`src/rtl/spi_reg_controller.sv`:
```
// Frame-level SPI command decoder: opcode/address/data frames to register bank.
// Optional read timeout logic is enabled by defining SPI_REG_CTRL_TIMEOUT_EN.
module spi_reg_controller #(
    parameter int unsigned RD_TIMEOUT = 255,
    parameter logic [3:0]  STATUS_SIG = 4'h5
) (
    input  logic       clk,
    input  logic       reset_n,
    input  logic       cs,
    input  logic [7:0] mosi_byte,
    input  logic       data_ready,
    output logic       enable,
    output logic [7:0] miso_byte,
    output logic [7:0] reg_addr,
    output logic [7:0] reg_wr_data,
    output logic       reg_wr_en,
    output logic       reg_rd_en,
    input  logic [7:0] reg_rd_data,
    input  logic       reg_rd_valid
);

    typedef enum logic [2:0] {
        S_IDLE, S_OPCODE, S_ADDR, S_WDATA, S_RD_WAIT, S_DISCARD
    } state_t;

    state_t     r_state;
    state_t     w_next;
    logic       r_cs_s1, r_cs_s2, r_cs_q;
    logic       w_cs_fall, w_cs_rise;
    logic       r_is_read, r_status_req;
    logic       r_err_op, r_err_to, r_err_short;
    logic [7:0] r_resp, r_addr, r_wr_data;
    logic       r_wr_en, r_rd_en, r_enable;
    logic       w_set_err_op, w_set_err_short, w_status_set;
    logic       w_status_load, w_ld_addr, w_wr, w_rd;
    logic       w_in_wait, w_to_hit, w_to_fire;
    logic [7:0] w_status;

    assign w_cs_fall = r_cs_q & ~r_cs_s2;
    assign w_cs_rise = ~r_cs_q & r_cs_s2;
    assign w_in_wait = (r_state == S_RD_WAIT);
    assign w_to_fire = w_in_wait & w_to_hit & ~reg_rd_valid;
    assign w_status  = {w_in_wait, r_err_op, r_err_to, r_err_short, STATUS_SIG};

`ifdef SPI_REG_CTRL_TIMEOUT_EN
    logic [15:0] r_to_cnt;

    assign w_to_hit = (r_to_cnt == 16'(RD_TIMEOUT));

    always_ff @(posedge clk) begin
        if (!reset_n || !w_in_wait) begin
            r_to_cnt <= 16'h0000;
        end else begin
            r_to_cnt <= r_to_cnt + 16'h0001;
        end
    end
`else
    // No counter in this build: a read waits for reg_rd_valid indefinitely.
    assign w_to_hit = 1'b0 && (RD_TIMEOUT != 0);
`endif

    always_comb begin
        w_next          = r_state;
        w_set_err_op    = 1'b0;
        w_set_err_short = 1'b0;
        w_status_set    = 1'b0;
        w_status_load   = 1'b0;
        w_ld_addr       = 1'b0;
        w_wr            = 1'b0;
        w_rd            = 1'b0;
        unique case (r_state)
            S_IDLE: begin
                if (w_cs_fall) w_next = S_OPCODE;
            end
            S_OPCODE: begin
                if (data_ready) begin
                    w_next       = (mosi_byte inside {8'h01, 8'h02}) ? S_ADDR : S_DISCARD;
                    w_set_err_op = (mosi_byte > 8'h03);
                    w_status_set = (mosi_byte == 8'h03);
                end
                // A same-cycle byte is decoded before the frame end is applied.
                if (w_cs_rise) begin
                    w_next          = S_IDLE;
                    w_set_err_short = !data_ready || (mosi_byte inside {8'h01, 8'h02});
                    w_status_load   = data_ready && (mosi_byte == 8'h03);
                end
            end
            S_ADDR: begin
                if (data_ready) begin
                    w_ld_addr = 1'b1;
                    w_rd      = r_is_read;
                    w_next    = r_is_read ? S_RD_WAIT : S_WDATA;
                end
                if (w_cs_rise && !(data_ready && r_is_read)) begin
                    w_next          = S_IDLE;
                    w_set_err_short = !data_ready;
                end
            end
            S_WDATA: begin
                w_wr = data_ready;
                if (w_cs_rise) w_next = S_IDLE;
            end
            S_RD_WAIT: begin
                if (reg_rd_valid || w_to_hit) begin
                    w_next = r_cs_s2 ? S_IDLE : S_DISCARD;
                end
            end
            S_DISCARD: begin
                if (w_cs_rise) begin
                    w_next        = S_IDLE;
                    w_status_load = r_status_req;
                end
            end
            default: w_next = S_IDLE;
        endcase
    end

    always_ff @(posedge clk) begin
        if (!reset_n) begin
            r_state      <= S_IDLE;
            r_cs_s1      <= 1'b1;
            r_cs_s2      <= 1'b1;
            r_cs_q       <= 1'b1;
            r_is_read    <= 1'b0;
            r_status_req <= 1'b0;
            r_err_op     <= 1'b0;
            r_err_to     <= 1'b0;
            r_err_short  <= 1'b0;
            r_resp       <= 8'h00;
            r_addr       <= 8'h00;
            r_wr_data    <= 8'h00;
            r_wr_en      <= 1'b0;
            r_rd_en      <= 1'b0;
            r_enable     <= 1'b0;
        end else begin
            r_state  <= w_next;
            r_cs_s1  <= cs;
            r_cs_s2  <= r_cs_s1;
            r_cs_q   <= r_cs_s2;
            r_enable <= (w_next != S_RD_WAIT);
            r_wr_en  <= w_wr;
            r_rd_en  <= w_rd;
            if (r_state == S_OPCODE && data_ready) r_is_read <= (mosi_byte == 8'h02);
            if (r_state == S_IDLE || w_status_load) begin
                r_status_req <= 1'b0;
            end else if (w_status_set) begin
                r_status_req <= 1'b1;
            end
            if (w_wr) r_wr_data <= mosi_byte;
            // Address advances the cycle after each write strobe.
            if (w_ld_addr) begin
                r_addr <= mosi_byte;
            end else if (r_wr_en) begin
                r_addr <= r_addr + 8'h01;
            end
            if (w_in_wait && reg_rd_valid) begin
                r_resp <= reg_rd_data;
            end else if (w_to_fire) begin
                r_resp <= 8'hFF;
            end else if (w_status_load) begin
                r_resp <= w_status;
            end
            r_err_op    <= (r_err_op & ~w_status_load) | w_set_err_op;
            r_err_to    <= (r_err_to & ~w_status_load) | w_to_fire;
            r_err_short <= (r_err_short & ~w_status_load) | w_set_err_short;
        end
    end

    assign enable      = r_enable;
    assign miso_byte   = r_resp;
    assign reg_addr    = r_addr;
    assign reg_wr_data = r_wr_data;
    assign reg_wr_en   = r_wr_en;
    assign reg_rd_en   = r_rd_en;

endmodule

```
`config.mk`:
```
export PLATFORM = sky130hd
export DESIGN_NAME = spi_reg_controller
export DESIGN_NICKNAME = d
export VERILOG_FILES = /design/src/rtl/spi_reg_controller.sv
export SDC_FILE = /design/constraint.sdc
export NUM_CORES = 1
export LEC_CHECK = 0
export CORE_ASPECT_RATIO = 0.6
export CORE_MARGIN = 3
export CORE_UTILIZATION = 35
export CTS_CLUSTER_SIZE = 30
export DETAILED_ROUTE_END_ITERATION = 12
export PLACE_DENSITY_LB_ADDON = 0.05
export SLEW_MARGIN = 40
export SYNTH_ARGS = -nofsm -noshare
export SYNTH_HDL_FRONTEND = slang
export SYNTH_SLANG_ARGS = --single-unit
```
`constraint.sdc`:
```
create_clock -name clk -period 5.25 [get_ports clk]
set_clock_uncertainty 0.1 [all_clocks]
set_input_delay 1.575 -clock clk [delete_from_list [all_inputs] [get_ports clk]]
set_output_delay 1.575 -clock clk [all_outputs]
set_load 0.05 [all_outputs]
```
==> qor.txt <==
Worst hold path endpoint = r_cs_s2
Relative slew slack = 53.1%
Max frequency = 307 MHz
IO Port Bufs = 47
Clock buffer depth = 2
# diodes = 0
Final setup fails = 0
Pleak = 0.000816 µW
Worst Hold Depth = 1
Crit. End Element = output pin
First-pass GRT wire length = 6.90 mm
Nets = 263
Clock Sinks = 38
Hold Path Origin = r_cs_s1
CTS Buf Count = 5
Post_cts resized = 0
Multi-input logic area = 861 µm²
Final Cycle Share = 62.0%
Met3 usage = 5.41%
Dpl ws = 1.76 ns
Post-CTS Hold Fix Bufs = 0
CP max stage delay = 0.85 ns
R2r worst-path depth = 5
TritonCTS clock tree = yes
PnR worst setup slack = 2.00 ns
Crit Path Category = reg -> out
Warnings, synthesis = 0
Met1 Track Usage GR = 24.0%
Drt wl/cell = 13.9 µm
Critical-path cell with the highest stage delay = clkdlybuf4s50_1
Synth unique cells = 39
Grt ovf = 0
Clock latency at the later pin of the worst-skew pair = 0.28 ns
Initial Utilization = 38.7%
Number of global-route vias before repair = 1430
Avg Cell Area, Syn = 8.54 µm²
Fin Setup TNS = 0 ns
Reg2reg setup slack = 3.30 ns
Status = complete, no violations
Crit path max fanout = 6
RSZ-0062 raised after global routing = no
Worst path bufs/invs = 1
Top-Level Pins = 48
Top cell family by delay on the critical path = buffers and inverters
Mapped Area = 0.00169 mm²
Vias after detailed routing = 1485
Main synth FF type = dfxtp_1
H-tree depth = 2
Syn Inst Count = 198
Number of synthesized register bits = 38
RR Endpoint = miso_byte[4]
Layout cell share with drive strength beyond 1 = 5.37%
Die height = 59.9 µm
Worst-margin pin slew = 0.703 ns
Critical Path Source Type = flop
Met2 Track Usage GR = 21.3%
Seq/Total Area, Yosys = 45.0%
Area Growth Syn to Fin = 34.2%
Initial antenna violation count = 0
Die Wd = 95.8 µm
Fin. Hold Viols = 0
Vias per cell = 4.92
Busiest grt layer = met1
Crit path DAT = 1.58 ns
HPWL after DPL = 3.08 mm
Required time worst endpoint = 3.58 ns
Post-route DRC = 0
Largest net degree at the start of global routing = 23
Row count = 18
Reg2reg start = r_state[2]
Power Dens Cells = 234 mW/mm²
Fin. max-slew vios = 0
Total GRT Usage = 15.8%
Final min period = 3.25 ns
Async set-reset flop share out of synthesis = 0%
Total Power = 532 µW
Setup repair bufs after CTS = 0
Die Area = 0.00573 mm²
Root Driver = clkbuf_8
Max-cap check violation count = 0
Sequential Area = 761 µm²
Routed wire length = 4.21 mm
Syn nets = 220
Initial DRC Count = 98
Drt first pass iters = 4
RD Place Congestion = 0.782
CTS clk-pin slew, worst paths = 0.07 ns
Post-synth EDFFs = 0
CP cell instances = clkdlybuf4s50_1
Post-DRT Antenna Nets = 0
Min-Delay Path Class = reg -> reg
Core Area = 0.00437 mm²
Peak supply drop = 0.0897 mV
Fillers = 430
-- layout by cell type, fill, tap and decap left out, drive strengths merged, types with 4 or more instances in the layout --
cell type | Yosys | routed
clkdlybuf4s50 | 0 | 47
dfxtp | 38 | 38
nand2 | 30 | 30
a21oi | 22 | 22
nor2 | 19 | 19
a211oi | 10 | 10
nand3 | 7 | 7
clkbuf | 7 | 7
nand2b | 6 | 6
nor3 | 6 | 6
o21ai | 6 | 6
xor2 | 5 | 5
mux2i | 4 | 4
-- logic make-up after synthesis --
group | share of synthesized area [%]
AO/OA/AOI/OAI | 18.2
multiplexers | 2.37
buffers and inverters | 4.14
AND/OR/NAND/NOR | 25.4
adder cells (fa/ha/maj) | 0.740
flip-flops | 45.0
XOR/XNOR | 4.14
-- stage by stage --
step	std cells	hold WS, ns	instance area (µm²)	utilization, %
floorplan	198	0.286	1690	-
global placement	294	0.301	2180	49.9
detailed placement	294	0.309	2180	49.9
CTS	302	0.332	2270	51.9
global route	302	0.356	2270	51.9
finish	302	0.321	2270	51.9
-- cell usage after synthesis, types with 2 or more instances --
cell type	n	share of area [%]
and3_1	3	1.1
a211oi_1	8	3.6
xor2_1	5	2.6
mux2i_1	4	2.4
nor2_1	19	4.2
nand2_1	30	6.7
inv_1	3	0.67
a21oi_1	22	6.5
buf_2	2	0.59
a211oi_2	2	1.5
nand4_1	2	0.74
clkbuf_1	7	1.6
nand2b_1	6	2.2
nor3_1	6	1.8
nor2b_1	2	0.74
xnor2_1	3	1.6
a22oi_1	2	0.89
buf_6	2	1.3
nand3b_1	2	0.89
o21ai_0	6	1.8
dfxtp_1	38	45
nand3_1	7	2.1
-- sequential cells by signal (all words and copies together), names as in the netlist, 3 cells and up --
signal,cells
reg_addr,8
r_state,3
miso_byte,8
reg_wr_data,8
-- worst max-delay path by stage --
stage	start	to	slack (ns)	cells past startpoint
floorplan	data_ready	miso_byte[6]	2.39	7
global placement	data_ready	miso_byte[6]	1.83	6
detailed placement	data_ready	miso_byte[4]	1.76	6
CTS	reg_wr_en	reg_wr_en	1.97	1
global route	reset_n	reg_addr[1]	1.92	3
finish	reg_wr_en	reg_wr_en	2.00	1
-- routing by layer --
metal | routed length [µm] | vias to the layer above
met5 | 0 | -
met3 | 291 | 2
met1 | 2340 | 659
li1 | - | 780
met2 | 1560 | 44
met4 | 16 | 0
-- final cells by class --
type | instances | share of cell area [%]
clock buffer | 7 | 3.80
clock inverter | 1 | 0.221
timing repair buffer | 47 | 20.7
tap | 60 | 3.31
sequential | 38 | 33.5
inverter | 3 | 0.496
multi-input combinational | 146 | 37.9
-- power by group --
group	leakage (µW)	total [µW]	switching, µW	internal (µW)
sequential	0.000307	293	2.24	291
clock	0.0000482	198	92.6	106
combinational	0.000461	40.4	20.3	20.1
No activity file was read; power rests on OpenSTA's default activity.
